$ cat src/rtl/apb_master.sv
// Purpose : APB requester; turns one command-channel request into an APB SETUP/ACCESS transfer
// Latency : accept edge N -> SETUP in cycle N+1 -> first ACCESS in N+2 -> response in N+3 (zero wait)
// Backpr. : one transfer in flight; cmd_ready stays low until the response is taken via rsp_ready
//
// Ports:
//   pclk, preset                       clock, asynchronous active-high reset
//   cmd_valid/cmd_ready                command handshake (cmd_write, cmd_addr, cmd_wdata)
//   rsp_valid/rsp_ready                response handshake (rsp_rdata, rsp_err)
//   paddr, pwdata, pwrite, psel,       APB requester side
//   penable, prdata, pready, pslverr
module apb_master #(
  parameter int ADDR_W  = 32,
  parameter int DATA_W  = 32,
  parameter int TIMEOUT = 16
) (
  input  logic              pclk,
  input  logic              preset,
  input  logic              cmd_valid,
  output logic              cmd_ready,
  input  logic              cmd_write,
  input  logic [ADDR_W-1:0] cmd_addr,
  input  logic [DATA_W-1:0] cmd_wdata,
  output logic              rsp_valid,
  input  logic              rsp_ready,
  output logic [DATA_W-1:0] rsp_rdata,
  output logic              rsp_err,
  output logic [ADDR_W-1:0] paddr,
  output logic [DATA_W-1:0] pwdata,
  output logic              pwrite,
  output logic              psel,
  output logic              penable,
  input  logic [DATA_W-1:0] prdata,
  input  logic              pready,
  input  logic              pslverr
);

  localparam int CNT_W = (TIMEOUT > 0) ? $clog2(TIMEOUT + 1) : 1;

  typedef enum logic [1:0] {IDLE, SETUP, ACCESS, RESP} state_t;

  state_t            state, state_d;
  logic [CNT_W-1:0]  wait_cnt, wait_cnt_d;
  logic              cmd_ready_d, rsp_valid_d, rsp_err_d;
  logic [DATA_W-1:0] rsp_rdata_d, pwdata_d;
  logic [ADDR_W-1:0] paddr_d;
  logic              pwrite_d, psel_d, penable_d;

  always_ff @(posedge pclk or posedge preset) begin
    if (preset) begin
      state     <= IDLE;
      wait_cnt  <= '0;
      cmd_ready <= 1'b0;
      rsp_valid <= 1'b0;
      rsp_err   <= 1'b0;
      rsp_rdata <= '0;
      paddr     <= '0;
      pwdata    <= '0;
      pwrite    <= 1'b0;
      psel      <= 1'b0;
      penable   <= 1'b0;
    end else begin
      state     <= state_d;
      wait_cnt  <= wait_cnt_d;
      cmd_ready <= cmd_ready_d;
      rsp_valid <= rsp_valid_d;
      rsp_err   <= rsp_err_d;
      rsp_rdata <= rsp_rdata_d;
      paddr     <= paddr_d;
      pwdata    <= pwdata_d;
      pwrite    <= pwrite_d;
      psel      <= psel_d;
      penable   <= penable_d;
    end
  end

  always_comb begin
    state_d     = state;
    wait_cnt_d  = wait_cnt;
    cmd_ready_d = cmd_ready;
    rsp_valid_d = rsp_valid;
    rsp_err_d   = rsp_err;
    rsp_rdata_d = rsp_rdata;
    paddr_d     = paddr;
    pwdata_d    = pwdata;
    pwrite_d    = pwrite;
    psel_d      = psel;
    penable_d   = penable;

    case (state)
      IDLE: begin
        // cmd_ready comes up one edge after reset release and stays up here.
        cmd_ready_d = 1'b1;
        if (cmd_valid && cmd_ready) begin
          paddr_d     = cmd_addr;
          pwdata_d    = cmd_wdata;
          pwrite_d    = cmd_write;
          psel_d      = 1'b1;
          penable_d   = 1'b0;
          cmd_ready_d = 1'b0;
          state_d     = SETUP;
        end
      end

      SETUP: begin
        penable_d = 1'b1;
        state_d   = ACCESS;
      end

      ACCESS: begin
        if (pready) begin
          // prdata is only looked at on the completing edge, so a floating
          // bus at any other time never reaches the response register.
          rsp_rdata_d = (pwrite || pslverr) ? '0 : prdata;
          rsp_err_d   = pslverr;
          rsp_valid_d = 1'b1;
          psel_d      = 1'b0;
          penable_d   = 1'b0;
          state_d     = RESP;
        end else begin
          wait_cnt_d = wait_cnt + CNT_W'(1);
          // Abort once pready has been low on TIMEOUT consecutive ACCESS edges.
          if (TIMEOUT != 0 && wait_cnt_d == CNT_W'(TIMEOUT)) begin
            rsp_rdata_d = '0;
            rsp_err_d   = 1'b1;
            rsp_valid_d = 1'b1;
            psel_d      = 1'b0;
            penable_d   = 1'b0;
            state_d     = RESP;
          end
        end
      end

      RESP: begin
        if (rsp_valid && rsp_ready) begin
          rsp_valid_d = 1'b0;
          rsp_err_d   = 1'b0;
          cmd_ready_d = 1'b1;
          wait_cnt_d  = '0;
          state_d     = IDLE;
        end
      end

      default: state_d = IDLE;
    endcase
  end

endmodule

$ cat config.mk
export PLATFORM = sky130hd
export DESIGN_NAME = apb_master
export DESIGN_NICKNAME = d
export VERILOG_FILES = /design/src/rtl/apb_master.sv
export SDC_FILE = /design/constraint.sdc
export NUM_CORES = 1
export LEC_CHECK = 0
export BUFFER_PORTS_ARGS = -buffer_cell sky130_fd_sc_hd__buf_2
export CAP_MARGIN = 25
export CORE_MARGIN = 5
export CORE_UTILIZATION = 35
export CTS_CLUSTER_DIAMETER = 100
export DETAILED_ROUTE_END_ITERATION = 16
export PLACE_DENSITY = 0.67
export REMOVE_ABC_BUFFERS = 1
export SYNTH_ARGS = -nofsm -noshare
export SYNTH_HDL_FRONTEND = slang
export SYNTH_SLANG_ARGS = --single-unit
$ cat constraint.sdc
create_clock -name pclk -period 3.8 [get_ports pclk]
set_input_delay 0.38 -clock pclk [delete_from_list [all_inputs] [get_ports pclk]]
set_output_delay 0.38 -clock pclk [all_outputs]
set_load 0.005 [all_outputs]
## Word-level counts from Yosys, hierarchy flattened

Index checks and enable logic that the tools add are counted.

- Reductions and logical operators: 17
- Eq/ne operators: 8
- Add/sub/neg operators: 1
- Multiplexer cells: 26

Operator list:

| operator | count |
|---|---|
| 2-to-1 mux 32 bit | 3 |
| AND reduction 3 bit | 5 |
| 2-to-1 mux 1 bit | 10 |
| 2-to-1 mux 5 bit | 2 |
| one-hot mux 5 bit (2 select lines) | 1 |
| 2-to-1 mux 2 bit | 4 |
| one-hot mux 1 bit (2 select lines) | 4 |
| one-hot mux 2 bit (4 select lines) | 1 |
| nonzero test 2 bit | 4 |
| != test 2 bit (second input constant) | 3 |
| AND reduction 2 bit | 3 |
| adder 5 x 1 -> 5 bit (second input constant) | 1 |
| equality test 5 bit (second input constant) | 1 |
| equality test 2 bit (second input constant) | 2 |
| != test 3 bit (second input constant) | 1 |
| one-hot mux 1 bit (3 select lines) | 1 |
| nonzero test 3 bit | 1 |
| equality test 2 x 1 -> 1 bit (second input constant) | 1 |
| logical AND 1 bit | 2 |
| logical NOT 2 bit | 1 |
| logical OR 1 bit | 1 |

- Word-level logic and storage cells: 63
- Flip-flop bits (word level): 109

## Longest topological paths before layout

- Depth after elaboration: 5
- Gate-level depth with buffers: 7
- Depth with buffers taken out: 6

## Least setup slack after synthesis

OpenSTA, ideal clock, no wires.

- Path kind: register -> register
- From: register state[0]
- To: register state[1]
- Path buffers: 0
- Required time: 3,675 ps
- Cell stages (with the launch flop): 7
- Library setup time: 125 ps
- Arrival: 1,634 ps
- Slack: 2,041 ps
- Cells stage by stage: dfrtp_1 -> inv_1 -> ha_1 -> nor2b_2 -> a211o_1 -> a21oi_2 -> mux2_2

- Longest elaborated chain between the ends: 3
- Elaborated cells on any way between the ends: 9
- Classes of those cells: 6 x eq/ne; 1 x mux; 2 x reduce/logical

RTL lines:

| what | RTL line | source |
|---|---|---|
| from (decl) | 41 | `state_t state, state_d;` |
| from (signal assigned) | 62 | `state <= state_d;` |
| equality test 2 bit or logical NOT 2 bit (tied branches) | 89 | `case (state)` |
| != test 3 bit (no line) or != test 2 bit (tied branches) | -- |  |
| AND reduction 3 bit (no line) | -- |  |

Parallel ways exist; a longest one is shown, timed or not.
A chain may end at the register's enable or synchronous reset.

## Worst setup path in the final report

- From: register state[1]
- To: register pwdata[7]

- Longest elaborated chain between the ends: 2

RTL lines:

| what | RTL line | source |
|---|---|---|
| logical NOT 2 bit | 89 |  |
| AND reduction 2 bit (no line) | -- |  |
| to (signal assigned) | 69 | `pwdata <= pwdata_d;` |
| to (decl) | 28 | `output logic [DATA_W-1:0] pwdata,` |

No other way between the ends.

==> flow_metrics.tcl <==
set metrics [dict create \
    numCtsBuffers 9 \
    die_y_microns 121 \
    crit_path_end_kind "flip-flop" \
    tightest_slew_ps 957 \
    finalHoldViolCount 0 \
    die-area_sq_mm 0.0146 \
    relSlewSlack 0.362 \
    grt-ovfl-total 0 \
    cp-start-kind "flip-flop" \
    io_buffers 204 \
    postCtsSetupBuffers 0 \
    first_pass_iters 4 \
    async_flop_share 1.00 \
    synth_edf_count 0 \
    synth-compound-area-share 0.109 \
    drtIter0Drc 85 \
    htreeDepth 3 \
    cp.required_ps 4030 \
    insertion_delay_ps 340 \
    synth_adder_area_share 0.0146 \
    path_class "reg2reg" \
    synth_top_family_by_area "multiplexers" \
    synth_xor_xnor_area_share 0 \
    max_freq_mhz 456 \
    vias_per_cell 4.80 \
    critPathLaunch "state[1]$_DFFE_PP0P_" \
    tritoncts "yes" \
    syn_to_final_growth_pct 34.9 \
    wire_per_inst_microns 16.0 \
    antenna_found_initial 0 \
    syn_area_per_cell_sq_um 14.6 \
    clockBufferDepth 2 \
    yosysWarnings 0 \
    core_sq_mm 0.0120 \
    hpwl_mm 7.69 \
    maxCapViolCount 0 \
    post-route-util 0.482 \
    setup_viol 0 \
    min_period_over_period 0.577 \
    cts_hold_buf 0 \
    tns_ps 0 \
    clkTransAtPathRegs_ps 70 \
    ys.flop_type "dfrtp_1" \
    ir_drop_uv 313 \
    slew_viol_final 0 \
    drc_errors 0 \
    yosys-mux-area-fraction 0.178 \
    drt-total-wl_mm 10.4 \
    seq_area_frac_synth 0.636 \
    period_minus_slack_ps 2190 \
    p_per_area_mw_per_mm2 814 \
    fillers 1080 \
    fin_skew_ps 6.18 \
    netlist_area_sq_mm 0.00429 \
    vias 3115 \
    syn_inst 293 \
    ys_ff_latch 109 \
    clkSinkCount 109 \
    drive_gt1_frac 0.588 \
    diodes 0 \
    grt_pass1_wl_mm 16.8 \
    synth_simple_gate_area_frac 0.0388 \
    synth_cell_types 39 \
    rsz0062_at_grt "false" \
    p_leak_uw 0.00299 \
    die_width_microns 121 \
    outcome "finished, final reports clean" \
    worstPathMaxFanout 67 \
    timing.hold.ws_ps 142 \
    rows 40 \
    initial_core_util 0.357 \
    ioPinCount 205 \
    cp.arrival_ps 2420 \
    hp-class "in2async" \
    gp_congestion 0.737 \
    r2r-start "state[1]$_DFFE_PP0P_" \
    antenna_left 0 \
    clockRootBuffer "clkbuf_16" \
    ctsResizeCount 0 \
    grt_max_degree 68 \
    fin_nets 605 \
    grt_pass1_vias 3329 \
    globalRouteTotalUtil 0.144 \
]
-- critical path: stages (launching register included) --
cell and delay (ps):
dfrtp_1 410, inv_1 90, ha_1 240, nand3_4 670
mux2_2 570
-- placed cells by master (no fill, tap or decap), types with 2 or more instances in the layout --
master,n
nor2_1,2
mux2_2,66
o21ai_0,5
clkbuf_1,2
a21o_1,2
nand2b_1,6
nand3_1,2
dfrtp_1,109
clkbuf_16,9
buf_4,4
buf_2,204
ha_1,5
mux2i_1,2
clkbuf_8,2
nand2_1,10
inv_1,7
a21oi_1,3
a22o_1,32
o32ai_1,2
-- cells by family (layout without fill, tap and decap cells) --
| group | Yosys count | after routing |
|---|---|---|
| mux | 68 | 68 |
| fa+ha+maj | 5 | 5 |
| buf+inv | 23 | 232 |
| compound gates | 58 | 58 |
| flops | 109 | 109 |
| simple gates | 30 | 30 |
-- cells in the mapped netlist (2+ instances only) --
master / count / share of area
a21oi_1: 3 / 0.0035
clkbuf_1: 2 / 0.0018
nand3_1: 3 / 0.0035
nand2_1: 10 / 0.0088
a22o_1: 32 / 0.065
buf_2: 13 / 0.015
nand2b_1: 6 / 0.0088
inv_1: 8 / 0.0070
nor2_1: 2 / 0.0018
a21o_1: 2 / 0.0035
mux2i_1: 2 / 0.0047
dfrtp_1: 109 / 0.64
mux2_2: 66 / 0.17
o21ai_0: 5 / 0.0058
o32ai_1: 2 / 0.0041
ha_1: 5 / 0.015
-- cell type report --
cell class              instances  area (sq um)  area share
inverters                       8          32.5     0.00562
well taps                     147           184      0.0318
clock inverters                 3          43.8     0.00757
clock buffers                  13           260      0.0450
repair buffers                208          1050       0.182
flip-flops and latches        109          2730       0.471
multi-input cells             161          1490       0.257
-- metrics by stage --
stage | power (uW) | instance area, sq um | cells | setup slack [ps]
3_3_place_gp | 3750 | 5480 | 633 | 1660
6_report | 4710 | 5790 | 649 | 1610
5_1_grt | 5050 | 5790 | 649 | 1460
2_1_floorplan | 2980 | 4220 | 278 | 367
4_1_cts | 4790 | 5790 | 649 | 1580
3_5_place_dp | 3820 | 5480 | 633 | 1580
-- power by group --
group | internal, uW | switching [uW] | total (uW)
registers | 1730 | 311 | 2040
logic | 992 | 732 | 1720
clock network | 548 | 400 | 948
-- path summary, 6_finish.rpt --
path	endpoint	slack, ps	depth (start not counted)
worst max-delay path	pwdata[7]$_DFFE_PP0P_	1610	4
worst min-delay path	pwdata[24]$_DFFE_PP0P_	140	2
worst max register to register	pwdata[7]$_DFFE_PP0P_	1610	4
worst min register to register	pwdata[1]$_DFFE_PP0P_	500	1
max in group asynchronous	pwdata[3]$_DFFE_PP0P_	2800	3
min in group pclk	rsp_rdata[11]$_DFFE_PP0P_	250	2
-- routing by layer --
| metal | share of wire | vias up | global-route usage | routed length (microns) |
|---|---|---|---|---|
| li1 | - | 1466 | - | - |
| met1 | 0.41 | 1498 | 0.174 | 4250 |
| met2 | 0.48 | 129 | 0.228 | 4980 |
| met3 | 0.085 | 22 | 0.0533 | 887 |
| met4 | 0.027 | 0 | 0.0687 | 284 |
| met5 | 0 | - | 0 | 0 |
-- sequential cells by signal, indices dropped and copies added (netlist names) --
register,cells
paddr,32
cmd_ready,1
pwrite,1
wait_cnt,5
psel,1
state,2
rsp_valid,1
rsp_rdata,32
pwdata,32
penable,1
rsp_err,1
Note: power is estimated with default switching activity, not from simulation.
